<file path="src/rtl/rv32_pkg.sv">
// Shared RV32 front-end definitions: control-flow opcodes, the next-PC
// select encoding and the B/J immediate extractors.
package rv32_pkg;

   localparam logic [6:0] OPC_JAL    = 7'b1101111;
   localparam logic [6:0] OPC_JALR   = 7'b1100111;
   localparam logic [6:0] OPC_BRANCH = 7'b1100011;

   // Listed in priority order, highest first.
   typedef enum logic [1:0] {
      PC_JALR_EX,
      PC_ADDER_ID,
      PC_HOLD,
      PC_SEQ
   } pc_sel_t;

   function automatic logic [31:0] imm_b(input logic [31:0] i);
      return {{20{i[31]}}, i[7], i[30:25], i[11:8], 1'b0};
   endfunction

   function automatic logic [31:0] imm_j(input logic [31:0] i);
      return {{12{i[31]}}, i[19:12], i[20], i[30:21], 1'b0};
   endfunction

endpackage

</file>
<file path="src/rtl/pc_next_unit_if.sv">
// Bus between the ID/EX pipeline control and pc_next_unit.
//   master : pipeline side, drives stall/ID instruction/EX result, reads PCs.
//   slave  : pc_next_unit itself.
interface pc_next_unit_if #(
   parameter int CNT_WIDTH = 32
);
   logic                 stall_i;
   logic [31:0]          instruction_id_i;
   logic [31:0]          pc_reg_id_i;
   logic                 branch_condition_i;
   logic [31:0]          alu_result_ex_i;
   logic                 id_ex_flush_i;
   logic [31:0]          pc_reg_if_o;
   logic [31:0]          pc_next_if_o;
   logic [31:0]          branch_adder_id_o;
   logic                 if_id_flush_o;
   logic                 id_ex_flush_o;
   logic                 jalr_ex_o;
   logic                 misaligned_o;
   logic [CNT_WIDTH-1:0] redirect_cnt_o;

   modport master (
      output stall_i, instruction_id_i, pc_reg_id_i, branch_condition_i,
             alu_result_ex_i, id_ex_flush_i,
      input  pc_reg_if_o, pc_next_if_o, branch_adder_id_o, if_id_flush_o,
             id_ex_flush_o, jalr_ex_o, misaligned_o, redirect_cnt_o
   );

   modport slave (
      input  stall_i, instruction_id_i, pc_reg_id_i, branch_condition_i,
             alu_result_ex_i, id_ex_flush_i,
      output pc_reg_if_o, pc_next_if_o, branch_adder_id_o, if_id_flush_o,
             id_ex_flush_o, jalr_ex_o, misaligned_o, redirect_cnt_o
   );

endinterface

</file>
<file path="src/rtl/pc_sel_mux.sv">
// Next-PC priority encoder. Pure combinational: picks the PC source and
// the flushes that accompany a redirect.
//   jalr_ex_i    : valid JALR in EX (highest priority)
//   stall_i      : ID held this cycle
//   jal_id_i     : JAL in ID
//   br_taken_i   : taken conditional branch in ID
//   pc_sel_o     : selected source
//   if_id_flush_o, id_ex_flush_o : flushes caused by the redirect
//   redirect_o   : a redirect (JALR or ID adder) was selected
module pc_sel_mux
   import rv32_pkg::*;
(
   input  logic    jalr_ex_i,
   input  logic    stall_i,
   input  logic    jal_id_i,
   input  logic    br_taken_i,
   output pc_sel_t pc_sel_o,
   output logic    if_id_flush_o,
   output logic    id_ex_flush_o,
   output logic    redirect_o
);

   always_comb begin
      pc_sel_o      = PC_SEQ;
      if_id_flush_o = 1'b0;
      id_ex_flush_o = 1'b0;
      redirect_o    = 1'b0;
      if (jalr_ex_i) begin
         // The ID instruction sits behind the JALR and is wrong-path too.
         pc_sel_o      = PC_JALR_EX;
         if_id_flush_o = 1'b1;
         id_ex_flush_o = 1'b1;
         redirect_o    = 1'b1;
      end else if (!stall_i && (jal_id_i || br_taken_i)) begin
         pc_sel_o      = PC_ADDER_ID;
         if_id_flush_o = 1'b1;
         redirect_o    = 1'b1;
      end else if (stall_i) begin
         pc_sel_o      = PC_HOLD;
      end
   end

endmodule

</file>
<file path="src/rtl/pc_next_unit.sv">
// IF program counter and next-PC selection. JAL/branches resolve in ID
// (one wrong-path fetch), JALR resolves in EX (two).
//   clk, reset : clock, asynchronous active-low reset
//   bus        : pc_next_unit_if slave (ID/EX inputs, PCs, flushes,
//                misalignment flag, saturating redirect counter)
module pc_next_unit
   import rv32_pkg::*;
#(
   parameter logic [31:0] RESET_PC  = 32'h0000_0000,
   parameter int          CNT_WIDTH = 32
) (
   input  logic           clk,
   input  logic           reset,
   pc_next_unit_if.slave  bus
);

   localparam logic [CNT_WIDTH-1:0] CNT_ONE = {{(CNT_WIDTH-1){1'b0}}, 1'b1};

   logic [31:0]          pc_reg_if_q, pc_next_d;
   logic                 jalr_ex_q, jalr_ex_d;
   logic [CNT_WIDTH-1:0] cnt_q, cnt_d;

   logic [6:0]  opcode;
   logic        is_jal, is_jalr, is_br, br_taken;
   logic [31:0] imm, adder;
   pc_sel_t     pc_sel;
   logic        sel_if_id, sel_id_ex, redirect;
   logic        id_ex_flush;

   assign opcode   = bus.instruction_id_i[6:0];
   assign is_jal   = (opcode == OPC_JAL);
   assign is_jalr  = (opcode == OPC_JALR);
   assign is_br    = (opcode == OPC_BRANCH);
   assign imm      = is_br ? imm_b(bus.instruction_id_i) : imm_j(bus.instruction_id_i);
   assign adder    = bus.pc_reg_id_i + imm;
   // funct3[0] flips the comparator sense (BNE/BGE/BGEU).
   assign br_taken = is_br & (bus.instruction_id_i[12] ^ bus.branch_condition_i);

   pc_sel_mux u_sel (
      .jalr_ex_i     (jalr_ex_q),
      .stall_i       (bus.stall_i),
      .jal_id_i      (is_jal),
      .br_taken_i    (br_taken),
      .pc_sel_o      (pc_sel),
      .if_id_flush_o (sel_if_id),
      .id_ex_flush_o (sel_id_ex),
      .redirect_o    (redirect)
   );

   always_comb begin
      pc_next_d = pc_reg_if_q + 32'd4;
      unique case (pc_sel)
         PC_JALR_EX:  pc_next_d = bus.alu_result_ex_i;
         PC_ADDER_ID: pc_next_d = adder;
         PC_HOLD:     pc_next_d = pc_reg_if_q;
         default:     pc_next_d = pc_reg_if_q + 32'd4;
      endcase
      if (!reset) pc_next_d = RESET_PC;
   end

   // While reset is held both pipeline registers are killed.
   assign id_ex_flush = !reset | bus.id_ex_flush_i | sel_id_ex;
   assign jalr_ex_d   = is_jalr & !bus.stall_i & !id_ex_flush;
   assign cnt_d       = (redirect && !(&cnt_q)) ? cnt_q + CNT_ONE : cnt_q;

   always_ff @(posedge clk or negedge reset) begin
      if (!reset) begin
         pc_reg_if_q <= RESET_PC;
         jalr_ex_q   <= 1'b0;
         cnt_q       <= '0;
      end else begin
         pc_reg_if_q <= pc_next_d;
         jalr_ex_q   <= jalr_ex_d;
         cnt_q       <= cnt_d;
      end
   end

   assign bus.pc_reg_if_o       = pc_reg_if_q;
   assign bus.pc_next_if_o      = pc_next_d;
   assign bus.branch_adder_id_o = adder;
   assign bus.if_id_flush_o     = !reset | sel_if_id;
   assign bus.id_ex_flush_o     = id_ex_flush;
   assign bus.jalr_ex_o         = jalr_ex_q;
   assign bus.misaligned_o      = reset & redirect & pc_next_d[1];
   assign bus.redirect_cnt_o    = cnt_q;

endmodule
</file>
<file path="src/flat_wrapper.sv">
// flat-port wrapper written by rule: the top's interface ports become plain ports
module pc_next_unit_flat import rv32_pkg::*;
#(
   parameter logic [31:0] RESET_PC  = 32'h0000_0000,
   parameter int          CNT_WIDTH = 32
)
  (clk, reset, bus_stall_i, bus_instruction_id_i, bus_pc_reg_id_i, bus_branch_condition_i, bus_alu_result_ex_i, bus_id_ex_flush_i, bus_pc_reg_if_o, bus_pc_next_if_o, bus_branch_adder_id_o, bus_if_id_flush_o, bus_id_ex_flush_o, bus_jalr_ex_o, bus_misaligned_o, bus_redirect_cnt_o);
  pc_next_unit_if #(.CNT_WIDTH(CNT_WIDTH)) bus_i ();
  input  logic clk;
  input  logic reset;
  input wire logic [$bits(bus_i.stall_i)-1:0] bus_stall_i;
  input wire logic [$bits(bus_i.instruction_id_i)-1:0] bus_instruction_id_i;
  input wire logic [$bits(bus_i.pc_reg_id_i)-1:0] bus_pc_reg_id_i;
  input wire logic [$bits(bus_i.branch_condition_i)-1:0] bus_branch_condition_i;
  input wire logic [$bits(bus_i.alu_result_ex_i)-1:0] bus_alu_result_ex_i;
  input wire logic [$bits(bus_i.id_ex_flush_i)-1:0] bus_id_ex_flush_i;
  output wire logic [$bits(bus_i.pc_reg_if_o)-1:0] bus_pc_reg_if_o;
  output wire logic [$bits(bus_i.pc_next_if_o)-1:0] bus_pc_next_if_o;
  output wire logic [$bits(bus_i.branch_adder_id_o)-1:0] bus_branch_adder_id_o;
  output wire logic [$bits(bus_i.if_id_flush_o)-1:0] bus_if_id_flush_o;
  output wire logic [$bits(bus_i.id_ex_flush_o)-1:0] bus_id_ex_flush_o;
  output wire logic [$bits(bus_i.jalr_ex_o)-1:0] bus_jalr_ex_o;
  output wire logic [$bits(bus_i.misaligned_o)-1:0] bus_misaligned_o;
  output wire logic [$bits(bus_i.redirect_cnt_o)-1:0] bus_redirect_cnt_o;
  assign bus_i.stall_i = bus_stall_i;
  assign bus_i.instruction_id_i = bus_instruction_id_i;
  assign bus_i.pc_reg_id_i = bus_pc_reg_id_i;
  assign bus_i.branch_condition_i = bus_branch_condition_i;
  assign bus_i.alu_result_ex_i = bus_alu_result_ex_i;
  assign bus_i.id_ex_flush_i = bus_id_ex_flush_i;
  assign bus_pc_reg_if_o = bus_i.pc_reg_if_o;
  assign bus_pc_next_if_o = bus_i.pc_next_if_o;
  assign bus_branch_adder_id_o = bus_i.branch_adder_id_o;
  assign bus_if_id_flush_o = bus_i.if_id_flush_o;
  assign bus_id_ex_flush_o = bus_i.id_ex_flush_o;
  assign bus_jalr_ex_o = bus_i.jalr_ex_o;
  assign bus_misaligned_o = bus_i.misaligned_o;
  assign bus_redirect_cnt_o = bus_i.redirect_cnt_o;
  pc_next_unit #(.RESET_PC(RESET_PC), .CNT_WIDTH(CNT_WIDTH)) u_core (.clk(clk), .reset(reset), .bus(bus_i));
endmodule
</file>
<file path="config.mk">
export PLATFORM = sky130hd
export DESIGN_NAME = pc_next_unit_flat
export DESIGN_NICKNAME = d
export VERILOG_FILES = /design/src/rtl/rv32_pkg.sv /design/src/rtl/pc_next_unit_if.sv /design/src/rtl/pc_sel_mux.sv /design/src/rtl/pc_next_unit.sv /design/src/flat_wrapper.sv
export SDC_FILE = /design/constraint.sdc
export NUM_CORES = 1
export LEC_CHECK = 0
export CAP_MARGIN = 20
export CORE_MARGIN = 4
export CORE_UTILIZATION = 41
export CTS_BUF_LIST = sky130_fd_sc_hd__clkbuf_8
export CTS_CLUSTER_SIZE = 28
export DETAILED_ROUTE_END_ITERATION = 16
export PLACE_DENSITY = 0.88
export SYNTH_ARGS = -nofsm -noshare
export SYNTH_HDL_FRONTEND = slang
export SYNTH_SLANG_ARGS = --single-unit
</file>
<file path="constraint.sdc">
create_clock -name clk -period 4.2 [get_ports clk]
set_input_delay 0.42 -clock clk [delete_from_list [all_inputs] [get_ports clk]]
set_output_delay 0.42 -clock clk [all_outputs]
set_load 0.1 [all_outputs]
</file>
After elaboration in Yosys (flattened, before gate mapping):

Cells that the tools add are included.

* register bits: 65
* word-level logic and storage cells: 38
* output and inout bits: 132

* add/sub/neg operators: 3
* muxes and demuxes: 9
* equal/unequal tests: 5
* bitwise logic cells: 9
* reductions and logical operators: 9

Operators by type and width (count)
* $pmux 32 s3: 1
* $add 32x1->32 const B: 1
* $add 32x3->32 const B: 1
* $add 32x32->32: 1
* $mux 32: 1
* $reduce_and 32->1: 1
* $eq 7x7->1 const B: 3
* $mux 20: 1
* $and 1x1->1: 5
* $logic_not 1->1: 4
* $mux 1: 4
* $mux 2: 2
* $or 1x1->1: 3
* $eq 2x1->1 const B: 1
* $eq 2x2->1 const B: 1
* $logic_and 1x1->1: 2
* $logic_not 2->1: 1
* $logic_or 1x1->1: 1
* $xor 1x1->1: 1

Depth between registers and ports, before layout:

Gate-level depths: netlist of run 1.

* depth in word-level cells: 10
* depth in mapped cells: 16

Cells and area by module:

Synthesis of run 1 repeated with hierarchy kept, for this count alone.

* cell total of the unflattened synthesis: 699
* area total of the unflattened synthesis: 5906.9 um^2

Modules (own cells, without submodules)
* pc_next_unit: area each 5864.4 um^2, seq. area each 1626.6 um^2, instances 1, cells each 693
* pc_sel_mux: area each 42.5 um^2, seq. area each 0.0 um^2, instances 1, cells each 6

Worst setup path before layout of run 1:

No wires, ideal clock.

* path type: input to output
* from: input port bus_instruction_id_i[6]
* to: output port bus_pc_next_if_o[23]
* stages: 16
* path slack: -3.421 ns
* required time: 3.780 ns
* arrival: 7.201 ns
* cell sequence: nor2b_1 -> nand4_2 -> nor3_1 -> clkbuf_1 -> mux2_2 -> ha_1 -> inv_1 -> fa_1 -> nand2b_1 -> a21oi_1 -> o21ai_1 -> a21oi_2 -> nor2_1 -> xnor2_1 -> o22ai_1 -> a211oi_1

* elaborated cells between the ends (all ways): 14
* those cells by class: 1 x add/sub; 4 x eq/ne; 5 x mux; 1 x bitwise; 3 x reduce/logical

RTL lines
* start: declaration: line flat_wrapper.sv:12 `input wire logic [$bits(bus_i.instruction_id_i)-1:0] bus_instruction_id_i;`
* $eq 7x7->1: line pc_next_unit.sv:33 `assign is_br = (opcode == OPC_BRANCH);`
* $mux 20: line pc_next_unit.sv:34 `assign imm = is_br ? imm_b(bus.instruction_id_i) : imm_j(bus.instruction_id_i);`
* $add 32x32->32: line pc_next_unit.sv:35 `assign adder = bus.pc_reg_id_i + imm;`
* net bus_branch_adder_id_o[23]: line flat_wrapper.sv:19 `output wire logic [$bits(bus_i.branch_adder_id_o)-1:0] bus_branch_adder_id_o;`
* $pmux 32 s3: line pc_next_unit.sv:52 `unique case (pc_sel)`
* $mux 32: line pc_next_unit.sv:58 `if (!reset) pc_next_d = RESET_PC;`
* end: declaration: line flat_wrapper.sv:18 `output wire logic [$bits(bus_i.pc_next_if_o)-1:0] bus_pc_next_if_o;`

The timed path passes the listed nets, and every way through them passes these cells.

Final worst setup path of run 1:

* from: input port bus_instruction_id_i[6]
* to: output port bus_pc_next_if_o[18]

* cells in the longest elaborated chain, start to end: 9
* elaborated cells between the ends (all ways): 14
* those cells by class: 1 x add/sub; 4 x eq/ne; 5 x mux; 1 x bitwise; 3 x reduce/logical

Ends and longest elaborated chain (line)
* branches (longest 7 deep; another with $add 32x32->32)
* $pmux 32 s3 *: pc_next_unit.sv:52
* $mux 32 *: pc_next_unit.sv:58

Every way passes the cells marked *.

==> out/metrics.cfg, run 1 <==
[outcome]
status = finished with violations
failed_checks = setup timing

[route]
wirelength_mm = 30.8
drt_iter0_markers = 1042
ant_nets = 0
remaining_drc_errors = 0
vias = 8002
dr.pass1.iters = 5
viasPerCell = 6.50
routedWlPerCell_um = 25.1

[worst_hold_path]
hold_path_class = register to register
hold_start = u_core.bus.redirect_cnt_o[18]
min_to = u_core.bus.redirect_cnt_o[18]
whs_path_depth = 1

[yosys]
synth_top_family_by_area = simple AND/OR/NAND/NOR gates
synth_area_leaders = dfrtp_1 (28%), xnor2_1 (7.4%), ha_1 (7.1%), a21oi_1 (4.7%), o21ai_0 (4.1%)
ys.flop_type = dfrtp_1
ys_warn_count = 0
syn_area_per_cell_um2 = 8.21
ys_ff_latch = 65
syn_nets = 845
synthCells = 710
synthAdderAreaFrac = 0.0743
synth.area.mux_share = 0.0165
synth.cell_area_um2 = 5830
synth_compound_area_frac = 0.239
synth_cell_types = 74
synth_edf_count = 0
synth_xor_area_frac = 0.107
async_flop_share = 1.00
yosys.area.top_type = dfrtp_1
yosys.area_share.simple = 0.245
ys_seq_area_frac = 0.279
yosysTopAreaCellShare = 0.279

[sta]
maxSlewHeadroom = 0.282
finalHoldViolations = 0
period_minus_slack_ps = 4380
tightest_slew_ps = 1070
post-route-period-util = 1.04
worst_slack_ps = -179
setup_viol = 5
rsz0062_at_grt = yes
max_freq_mhz = 228
finClkSkew_ps = 19.5
slew_violations = 0

[clock_tree]
cts_tree = done
cts_sinks = 65
cts-root-buf = clkbuf_8
cts_made_buffers = 9
insertion_delay_ps = 390
clock_path_buffers = 2
clk_pin_slew_ps = 70
cts-htree-levels = 3

[placed_design]
place_congestion = 0.979
dp_hpwl_mm = 20.9
dp.cells = 1193
numPortBuffers = 232
post-place-ws_ps = -522

[power]
p_leak_nw = 4.70
ir_drop_mv = 0.255
p_per_area_nw_per_um2 = 315

[critical_path]
end_kind = output port
worst_ep_required_time_ps = 3780
r2r_end = u_core.bus.pc_reg_if_o[30]
path_class = input pin to output port
reg2reg_depth = 9
cp-start-kind = input pin
r2r_start = u_core.bus.pc_reg_if_o[3]
critPathMaxFanout = 3
regToRegSetupSlack_ps = 1200
cp.arrival_ps = 3960

[grt]
grt_start_max_net_pins = 61
grt_pass1_wl_mm = 42.6
grt_antenna_before_repair = 1
grtUsageTotal = 0.336
grt-ovfl-total = 0
grt_pass1_vias = 7607

[floorplan]
die_area_um2 = 16200
row_count = 43
die_w_um = 127
start_util = 0.420
io_pins = 233
core_um2 = 13900
dieHeight_um = 127

[final_layout]
layout_commonest_cell = clkdlybuf4s50_1
stdcell_count = 1231
synthToLayoutAreaGrowth_pct = 93.1
nets = 1180
multi_input_area_um2 = 5190
layout_common_cells = clkdlybuf4s50_1 (158), buf_4 (120), dfrtp_1 (64), buf_12 (62), nand2_1 (52)
regArea_um2 = 1630
layout-drive-gt1-share = 0.347
nFillCells = 744

[flow_run]
cap_violations = 0

## layout make-up
type | count | area share
multi-input combinational | 586 | 0.461
timing repair buffer | 353 | 0.340
sequential | 65 | 0.145
tap | 180 | 0.0200
clock buffer | 12 | 0.0147
inverter | 30 | 0.0100
clock inverter | 4 | 0.00867
antenna | 1 | 0.000222
## logic make-up (layout without fill, tap and decap cells)
group	Yosys count	count (layout)
AO/OA/AOI/OAI	211	211
XOR/XNOR	71	71
adder cells (fa/ha/maj)	34	34
buffers and inverters	59	399
flip-flops	65	65
multiplexers	9	9
other	0	1
AND/OR/NAND/NOR	261	261
## timing repair
| action | CTS | global route |
|---|---|---|
| endpoints found under the hold margin | 13 | 0 |
| setup buffers | 10 | 11 |
| hold buffers | 1 | 0 |
| endpoints found under the setup margin | 39 | 29 |
| gates resized for setup | 36 | 47 |
| pin swaps | 30 | 41 |
## worst max-delay path by stage
stage / slack [ps] / from / endpoint / depth (start not counted)
after floorplan: -530 / bus_instruction_id_i[6] / bus_pc_next_if_o[23] / 16
after global placement: -410 / bus_instruction_id_i[6] / bus_pc_next_if_o[30] / 17
after detailed placement: -520 / bus_instruction_id_i[6] / bus_pc_next_if_o[30] / 18
after CTS: 0.2 / bus_instruction_id_i[6] / bus_pc_next_if_o[30] / 17
after global routing: -200 / bus_instruction_id_i[4] / bus_pc_next_if_o[18] / 19
final: -180 / bus_instruction_id_i[6] / bus_pc_next_if_o[18] / 19
## cell usage after synthesis, drive strengths merged (3+ instances only)
library cell / number
o21a: 7
nor4: 7
xor2: 22
o21ai: 49
a21oi: 58
and2: 6
o221ai: 5
nor2b: 9
o21bai: 4
inv: 30
a221oi: 9
and3: 12
dfrtp: 65
buf: 4
o211ai: 4
nor3: 22
a31oi: 11
mux2: 5
nand3: 43
a21boi: 7
nor2: 53
nand2b: 13
nand4: 17
mux2i: 4
o31a: 4
nand2: 59
or3: 6
xnor2: 49
a22oi: 3
and4: 5
a211oi: 5
clkbuf: 25
ha: 33
a21o: 22
o22ai: 4
## worst max-delay path, stage by stage
cell and delay, ps:
clkbuf_2 80, nor2b_4 140, nand4_4 100, nor3_4 260, buf_4 160, mux2_4 310
ha_4 270, a21o_1 150, buf_4 150, nand4_1 180, a211oi_2 370, buf_4 200
o21ai_2 80, o21ai_1 210, buf_4 180, nand3_2 170, a31oi_4 260, nor2_4 80
buf_12 180
## report_power, final
group / internal (mW) / leakage [nW] / switching [mW]
clock network: 0.443 / 0.129 / 0.292
logic: 0.822 / 3.69 / 1.32
registers: 0.641 / 0.877 / 0.0269
total: 1.91 / 4.70 / 1.64
## state kept, by name (all words and copies together) (netlist names)
name                       count
u_core.bus.jalr_ex_o           1
u_core.bus.pc_reg_if_o        32
u_core.bus.redirect_cnt_o     32
## layer usage
layer / up-vias / GRT usage / wire length (µm)
met1: 3716 / 0.414 / 10600
met4: 0 / 0.175 / 2370
li1: 3289 / - / -
met5: - / 0 / 0
met3: 240 / 0.0769 / 3910
met2: 757 / 0.552 / 13900
## metrics by stage
step                      hold WS, ps  area (µm²)  total power, mW  TNS (ps)   util
after global routing              517       11300             3.61      -942  0.811
final                             500       11300             3.54      -323  0.811
after detailed placement          329       10600             2.67    -10550  0.760
after global placement            328       10600             2.65     -6540  0.760
after CTS                         502       11000             3.43         0  0.794
after floorplan                   124        6770             1.88     -6500      -
(Power assumes the default switching activity.)
==> run 2: changes to the inputs <==
PLACE_DENSITY = 0.8   (was 0.88)
SLEW_MARGIN = 20   (was not set)
==> run 2 against run 1 <==
Against the previous run: the run now ends clean; design area shrank 0.91%; critical path depth shrank 2; final cell count shrank 0.89%; routed wire length shrank 20%.
==> out/metrics.cfg, run 2 (same netlist as run 1, synthesis figures left out) <==
[clock_tree]
clock_path_buffers = 2  ; unchanged
cts_tree = done
cts-htree-levels = 3  ; unchanged
cts-root-buf = clkbuf_8
cts_sinks = 65  ; unchanged
cts_made_buffers = 9  ; unchanged
insertion_delay_ps = 370  ; -20 ps
clk_pin_slew_ps = 90  ; +20 ps

[power]
p_leak_nw = 4.65  ; -1.1%
p_per_area_nw_per_um2 = 310  ; -1.4%
ir_drop_mv = 0.298  ; +17%

[floorplan]
start_util = 0.420  ; unchanged
die_w_um = 127  ; unchanged
row_count = 43  ; unchanged
core_um2 = 13900  ; unchanged
die_area_um2 = 16200  ; unchanged
io_pins = 233  ; unchanged
dieHeight_um = 127  ; unchanged

[sta]
tightest_slew_ps = 1060  ; -16.9 ps
final.setup.tns_ps = 0  ; +323 ps
finClkSkew_ps = 14.3  ; -5.23 ps
period_minus_slack_ps = 4130  ; -245 ps
max_freq_mhz = 242  ; +5.9%
setup_viol = 0  ; -5
maxSlewHeadroom = 0.293  ; +0.0113
rsz0062_at_grt = yes
finalHoldViolations = 0  ; unchanged
slew_violations = 0  ; unchanged
post-route-period-util = 0.984  ; -0.0583

[placed_design]
place_congestion = 0.939  ; -4.1%
dp_hpwl_mm = 19.7  ; -5.9%
place_area_um2 = 10600  ; +0.71%
numPortBuffers = 232  ; unchanged

[grt]
grt-ovfl-total = 0  ; unchanged
grt_start_max_net_pins = 53  ; -13%
grt_pass1_vias = 7188  ; -5.5%
grt_pass1_wl_mm = 39.2  ; -8.0%
grt_antenna_before_repair = 0  ; -1
grtUsageTotal = 0.307  ; -0.0292

[route]
vias = 7099  ; -11%
drt_iter0_markers = 601  ; -42%
routedWlPerCell_um = 20.3  ; -19%
wirelength_mm = 24.7  ; -20%
viasPerCell = 5.82  ; -10%
dr.pass1.iters = 6  ; +1
ant_nets = 0  ; unchanged
remaining_drc_errors = 0  ; unchanged

[critical_path]
regToRegSetupSlack_ps = 1290  ; +90 ps
crit_start = bus_instruction_id_i[0]
path_class = input pin to output port
cp-start-kind = input pin
r2r_end = u_core.bus.pc_reg_if_o[30]
crit_path_end = bus_pc_next_if_o[30]
worst_ep_required_time_ps = 3780  ; about the same
cp.arrival_ps = 3710  ; -250 ps
critPathMaxFanout = 7  ; +4
r2r_start = u_core.bus.pc_reg_if_o[2]
reg2reg_depth = 9  ; unchanged
end_kind = output port

[final_layout]
fin_util = 0.804  ; -0.00739
synthToLayoutAreaGrowth_pct = 91.3
antennaDiodeCount = 0  ; -1
nets = 1170  ; -0.85%
layout_commonest_cell = clkdlybuf4s50_1
layout_common_cells = clkdlybuf4s50_1 (158), buf_4 (108), buf_12 (65), dfrtp_1 (64), nand2_1 (55)
layout-drive-gt1-share = 0.335  ; -0.0121
postLayoutCellArea_um2 = 11200  ; -0.91%

[worst_hold_path]
hold_path_class = input pin to async pin

[flow_run]
cap_violations = 0  ; unchanged

[outcome]
status = complete, no violations

-- run 2: stage by stage --
stage	worst slack, ps	hold slack (ps)	total power [mW]	cells
floorplan	-525	124	1.88	710
global placement	-404	479	2.65	1198
detailed placement	-509	483	2.67	1198
CTS	3.41	85.5	3.44	1218
global route	-39.6	121	3.57	1220
finish	65.9	92.9	3.46	1220
-- run 2: worst min-delay path by stage --
stage               cells past startpoint  slack, ps                            end
global route                            2        120     u_core.bus.pc_reg_if_o[17]
floorplan                               0        120           u_core.bus.jalr_ex_o
CTS                                     2         90     u_core.bus.pc_reg_if_o[17]
detailed placement                      1        480  u_core.bus.redirect_cnt_o[18]
finish                                  2         90     u_core.bus.pc_reg_if_o[17]
global placement                        1        480  u_core.bus.redirect_cnt_o[12]
-- run 2: cell type report --
type                    instances  area (µm²)
clock buffers                  10         138
fillers                       862        2730
clock inverters                 6         138
repair buffers                343        3800
multi-input cells             586        5120
inverters                      30         113
well taps                     180         225
flip-flops and latches         65        1630
-- run 2: what timing repair did --
item                       CTS  global route
pin swaps                   22            19
setup buffers                5             2
resized for setup           32            39
setup endpoints to repair   37            20
hold buffers                 0             0
-- run 2: worst max-delay path, cell delays in order --
cell             delay (ps)
clkdlybuf4s15_1         210
nand4_4                 140
nor3_4                  220
buf_6                   160
buf_6                   130
mux2_4                  310
ha_4                    240
a21o_1                  190
a31oi_2                 200
nand2b_1                120
o2111ai_2               260
nand3_2                 110
a221oi_2                280
buf_4                   180
xnor2_4                  70
o31a_4                  290
buf_12                  170
-- run 2: power by group --
group	total [mW]	leakage [nW]	switching (mW)	internal (mW)
registers	0.664	0.877	0.0237	0.641
logic	2.05	3.63	1.24	0.804
clock network	0.751	0.137	0.278	0.474
total	3.46	4.65	1.54	1.92
-- run 2: metal layers --
layer | track usage | part of all wire | up-vias
met3 | 0.0589 | 0.092 | 62
met2 | 0.488 | 0.46 | 412
met4 | 0.124 | 0.035 | 0
met5 | 0 | 0 | -
li1 | - | - | 3259
met1 | 0.413 | 0.41 | 3366
==> run 3: changes to the inputs <==
SKIP_CTS_REPAIR_TIMING = 1   (was not set)
==> run 3 against run 2 <==
Against the previous run: via count grew 0.51%; core utilization increased by 0.15 points; non-clock buffer count increased by 3; sequential power about the same; critical endpoint unchanged; hold slack better by 4.6 ps; final cell count up 0.25%; sequential share of layout area barely moved; largest power group unchanged.
==> out/metrics.cfg, run 3 (same netlist as run 1, synthesis figures left out) <==
[sta]
final.setup.tns_ps = 0  ; unchanged
maxSlewHeadroom = 0.290  ; -0.00316
post-route-period-util = 0.995  ; +0.0106
whs_ps = 97.4  ; +4.58 ps
max_freq_mhz = 239  ; -1.1%
tightest_slew_ps = 1060  ; +4.73 ps
finClkSkew_ps = 13.2  ; -1.03 ps
setup_viol = 0  ; unchanged
worst_slack_ps = 21.5  ; -44.5 ps
finalHoldViolations = 0  ; unchanged
slew_violations = 0  ; unchanged
rsz0062_at_grt = yes
period_minus_slack_ps = 4180  ; +44.5 ps

[route]
viasPerCell = 5.83  ; +0.26%
dr.pass1.iters = 5  ; -1
wirelength_mm = 24.9  ; +0.75%
routedWlPerCell_um = 20.4  ; +0.50%
vias = 7135  ; +0.51%
remaining_drc_errors = 0  ; unchanged
ant_nets = 0  ; unchanged
drt_iter0_markers = 577  ; -4.0%

[critical_path]
slowest_stage = mux2_4
crit_buf_inv = 5  ; unchanged
crit_chain = buf_6 -> nor2b_4 -> nand4_4 -> nor3_4 -> buf_6 -> buf_8 -> mux2_4 -> ha_4 -> a21o_1 -> a31oi_2 -> nand2b_1 -> o2111ai_2 -> nand3_2 -> a221oi_2 -> buf_4 -> xnor2_4 -> o31a_4 -> buf_12
slowest_delay_ps = 310  ; about the same
end_kind = output port
cp.arrival_ps = 3760  ; +50 ps
worst_ep_required_time_ps = 3780  ; about the same
path_class = input pin to output port
cp-start-kind = input pin
critPathMaxFanout = 6  ; -1
crit_top_cell = buf_6
cp_top_family = compound AO/OA/AOI/OAI gates

[grt]
grt_antenna_before_repair = 0  ; unchanged
grt_start_max_net_pins = 53  ; unchanged
grtUsageTotal = 0.305  ; -0.00250
grt_pass1_wl_mm = 38.9  ; -0.72%
grt-ovfl-total = 0  ; unchanged
grt_pass1_vias = 7138  ; -0.70%

[clock_tree]
insertion_delay_ps = 370  ; about the same
cts_sinks = 65  ; unchanged
cts-root-buf = clkbuf_8
cts_made_buffers = 9  ; unchanged
cts-htree-levels = 3  ; unchanged
clk_pin_slew_ps = 80  ; about the same
clock_path_buffers = 2  ; unchanged
cts_tree = done

[placed_design]
numPortBuffers = 232  ; unchanged
dp_hpwl_mm = 19.7  ; unchanged
post-place-ws_ps = -509  ; unchanged
dp.cells = 1198  ; unchanged
place_congestion = 0.939  ; unchanged

[final_layout]
stdcell_count = 1223  ; +0.25%
layout_commonest_cell = clkdlybuf4s50_1
nFillCells = 848  ; -1.6%
synthToLayoutAreaGrowth_pct = 91.7
layout_common_cells = clkdlybuf4s50_1 (158), buf_4 (111), buf_12 (65), dfrtp_1 (64), nand2_1 (55)
multi_input_area_um2 = 5070  ; -0.83%
regArea_um2 = 1630  ; unchanged
antennaDiodeCount = 0  ; unchanged
layout-drive-gt1-share = 0.331  ; -0.00384
nets = 1173  ; +0.26%

[flow_run]
cap_violations = 0  ; unchanged

[outcome]
status = complete, no violations

[power]
p_per_area_nw_per_um2 = 310  ; -0.26%
p_total_mw = 3.46  ; about the same
ir_drop_mv = 0.295  ; -1.3%
p_leak_nw = 4.71  ; +1.3%

[floorplan]
io_pins = 233  ; unchanged
start_util = 0.420  ; unchanged
core_um2 = 13900  ; unchanged
dieHeight_um = 127  ; unchanged
row_count = 43  ; unchanged
die_area_um2 = 16200  ; unchanged
die_w_um = 127  ; unchanged

[worst_hold_path]
hold_path_class = input pin to async pin

==> run 3: cell types whose count changed in the layout (fill, tap and decap cells not counted), moves of 2 or more <==
cell	change
dlymetal6s2s_1	+5
o21ai_1	-2
buf_2	-2
a221oi_4	-2
o21ai_2	-2
dlygate4sd2_1	-2
clkbuf_2	-2
ha_2	-2
o21ai_0	+3
a221oi_2	+2
buf_4	+3
==> run 3: worst register-to-register path: cells and delay by family (launching register included) <==
family	cells	cell delay (ps)
compound gates	2	660
flops	1	440
simple gates	5	1360
fa+ha+maj	1	240
xor+xnor	1	160
==> run 3: metrics by stage <==
step	util	cell area [µm²]
6_report	0.805	11200
5_1_grt	0.805	11200
4_1_cts	0.785	10900
3_5_place_dp	0.766	10600
3_3_place_gp	0.766	10600
2_1_floorplan	-	6770
==> run 3: final timing paths <==
check | from | end | slack, ps | depth (start not counted)
worst max register to register | u_core.bus.pc_reg_if_o[2] | u_core.bus.pc_reg_if_o[30] | 1290 | 9
worst min register to register | u_core.bus.redirect_cnt_o[18] | u_core.bus.redirect_cnt_o[18] | 500 | 1
worst max-delay path | bus_instruction_id_i[4] | bus_pc_next_if_o[30] | 20 | 18
worst min-delay path | reset | u_core.bus.pc_reg_if_o[17] | 100 | 2
max in group asynchronous | reset | u_core.bus.jalr_ex_o | 3590 | 2
min in group clk | bus_instruction_id_i[3] | u_core.bus.jalr_ex_o | 450 | 3
==> run 3: cell type report <==
cell class	count	area share
Sequential cell	65	0.146
Clock inverter	6	0.0123
Clock buffer	10	0.0123
Timing Repair Buffer	346	0.345
Inverter	30	0.0101
Tap cell	180	0.0202
Multi-Input combinational cell	586	0.454
==> run 3: metal layers <==
layer	routed length [µm]	part of all wire	global-route usage	vias to the layer above
li1	-	-	-	3267
met1	10200	0.41	0.416	3397
met2	11800	0.47	0.483	412
met3	2170	0.087	0.0531	59
met4	782	0.031	0.119	0
met5	0	0	0	-
==> run 3: report_power, final <==
part           switching (mW)  internal [mW]  total, mW  leakage [nW]
registers              0.0239          0.641      0.665         0.877
clock network           0.275          0.474      0.749         0.137
logic                    1.24          0.805       2.05          3.69
total                    1.54           1.92       3.46          4.71
==> RTL change: new RTL, settings of run 2 <==
`CNT_WIDTH` is set to 32 in 3 places; all go to 28.
--- a/src/rtl/pc_next_unit_if.sv
+++ b/src/rtl/pc_next_unit_if.sv
@@ -2,7 +2,7 @@
 //   master : pipeline side, drives stall/ID instruction/EX result, reads PCs.
 //   slave  : pc_next_unit itself.
 interface pc_next_unit_if #(
-   parameter int CNT_WIDTH = 32
+   parameter int CNT_WIDTH = 28
 );
    logic                 stall_i;
    logic [31:0]          instruction_id_i;
--- a/src/rtl/pc_next_unit.sv
+++ b/src/rtl/pc_next_unit.sv
@@ -7,7 +7,7 @@
    import rv32_pkg::*;
 #(
    parameter logic [31:0] RESET_PC  = 32'h0000_0000,
-   parameter int          CNT_WIDTH = 32
+   parameter int          CNT_WIDTH = 28
 ) (
    input  logic           clk,
    input  logic           reset,
--- a/src/flat_wrapper.sv
+++ b/src/flat_wrapper.sv
@@ -2,7 +2,7 @@
 module pc_next_unit_flat import rv32_pkg::*;
 #(
    parameter logic [31:0] RESET_PC  = 32'h0000_0000,
-   parameter int          CNT_WIDTH = 32
+   parameter int          CNT_WIDTH = 28
 )
   (clk, reset, bus_stall_i, bus_instruction_id_i, bus_pc_reg_id_i, bus_branch_condition_i, bus_alu_result_ex_i, bus_id_ex_flush_i, bus_pc_reg_if_o, bus_pc_next_if_o, bus_branch_adder_id_o, bus_if_id_flush_o, bus_id_ex_flush_o, bus_jalr_ex_o, bus_misaligned_o, bus_redirect_cnt_o);
   pc_next_unit_if #(.CNT_WIDTH(CNT_WIDTH)) bus_i ();
Ports: changed (resized bus_redirect_cnt_o); port bits go from 233 to 229. No check against the original RTL was run, so the function may have changed too.
==> RTL change against run 2 <==
- area after synthesis down 3.0%
- wire length about the same
- utilization is 0.43 points higher
- largest power group unchanged
- setup slack worse by 86 ps
- sequential cell count fell by 4
- total power decreased by 6.8%
- the flow now finishes with violations (negative setup slack)
- design area fell by 2.9%
- largest cell class unchanged
==> RTL change: results <==
set metrics [dict create \
    leakage_nw 4.51 \
    drt-initial-drc-count 706 \
    dr_wl_met2_um 12000 \
    grt_use_met2 0.488 \
    grt_pass1_wl_um 38000 \
    hold_path.class "reg2reg" \
    synth.distinct_cells 71 \
    finClkSkew_ps 11.3 \
    synthMuxAreaShare 0.0219 \
    r2r_start "u_core.bus.redirect_cnt_o[0]" \
    synth_adder_area_share 0.0765 \
    fin_setup_tns_ps -20.5 \
    path_clk_slew_ps 60 \
    seq_area_frac_synth 0.270 \
    layout.nets 1179 \
    antenna_found_initial 2 \
    ys_top_cells_by_count "87 x nand2_1, 62 x nor2_1, 61 x a21oi_1, 61 x dfrtp_1, 47 x o21ai_0" \
    use_met3 0.0721 \
    worst_pin_slew_ps 1050 \
    grt_max_degree 61 \
    r2r_slack_ps 1520 \
    r2r_end "u_core.bus.redirect_cnt_o[27]" \
    numPortBuffers 228 \
    first_global_vias 7004 \
    routed-wl-met3_um 1970 \
    place.gp.congestion 1.01 \
    dp_hpwl_um 19200 \
    critPathCapture "bus_pc_next_if_o[26]" \
    grtUsageMet1 0.382 \
    postCtsSetupBuffers 12 \
    synth_compound_area_frac 0.249 \
    layout-drive-gt1-share 0.308 \
    synth_xor_area_frac 0.104 \
    met1Wirelength_um 9950 \
    grt_usage 0.298 \
    hold_buffers 1 \
    crit_arrival_ps 3800 \
    vdd_ir_drop_max_uv 204 \
    drtPass1Iterations 5 \
    synth_area_leaders "dfrtp_1 27%, ha_1 7.3%, xnor2_1 7.0%" \
    setup_ws_ps -20.5 \
    final-setup-viol-count 1 \
    avgRoutedWirePerCell_um 20.2 \
    vias 7063 \
    cts_resized 25 \
    outcome "finished with violations" \
    syn-num-nets 853 \
    critical_path.startpoint "bus_instruction_id_i[4]" \
    violations "negative setup slack" \
    pre_cts_ws_ps -480 \
    htree_levels 3 \
]
## RTL change: layout make-up
| class | instances | area [sq um] |
|---|---|---|
| fill | 861 | 2570 |
| antenna | 2 | 5.00 |
| multi-input combinational | 600 | 4960 |
| clock buffer | 11 | 151 |
| tap | 176 | 220 |
| clock inverter | 2 | 35.0 |
| sequential | 61 | 1530 |
| inverter | 28 | 109 |
| timing repair buffer | 344 | 3820 |
## RTL change: critical path, cell delays in order
cell	delay [ps]
buf_6	100
nor2b_4	90
nand4_1	150
nor3_4	270
buf_12	170
mux2_4	330
ha_4	220
a21o_1	200
nand4_1	110
a21boi_1	100
a311o_2	430
a31oi_4	220
o211ai_2	150
mux2_4	360
a211oi_4	260
buf_12	210
## RTL change: how the worst min path moves through the flow
stage,from,to,depth (start not counted)
after global placement,reset,u_core.bus.redirect_cnt_o[0],1
after detailed placement,reset,u_core.bus.redirect_cnt_o[0],1
after global routing,u_core.bus.redirect_cnt_o[23],u_core.bus.redirect_cnt_o[23],1
final,u_core.bus.redirect_cnt_o[21],u_core.bus.redirect_cnt_o[21],1
after floorplan,reset,u_core.bus.jalr_ex_o,0
after CTS,u_core.bus.redirect_cnt_o[23],u_core.bus.redirect_cnt_o[23],1
## RTL change: power by group
group / total, W / switching, W / internal (W)
clock: 0.000532 / 0.000236 / 0.000295
sequential: 0.000624 / 0.0000221 / 0.000602
combinational: 0.00207 / 0.00126 / 0.000816
## RTL change: through the flow
stage                     hold WS (ps)   util  cells  cell area, sq um  power (W)
final                              488  0.808   1224             10800    0.00323
after CTS                          495  0.791   1211             10600    0.00319
after floorplan                    124      -    718              6560    0.00186
after global routing               512  0.808   1224             10800    0.00333
after global placement             378  0.767   1185             10300    0.00263
after detailed placement           382  0.767   1185             10300    0.00265
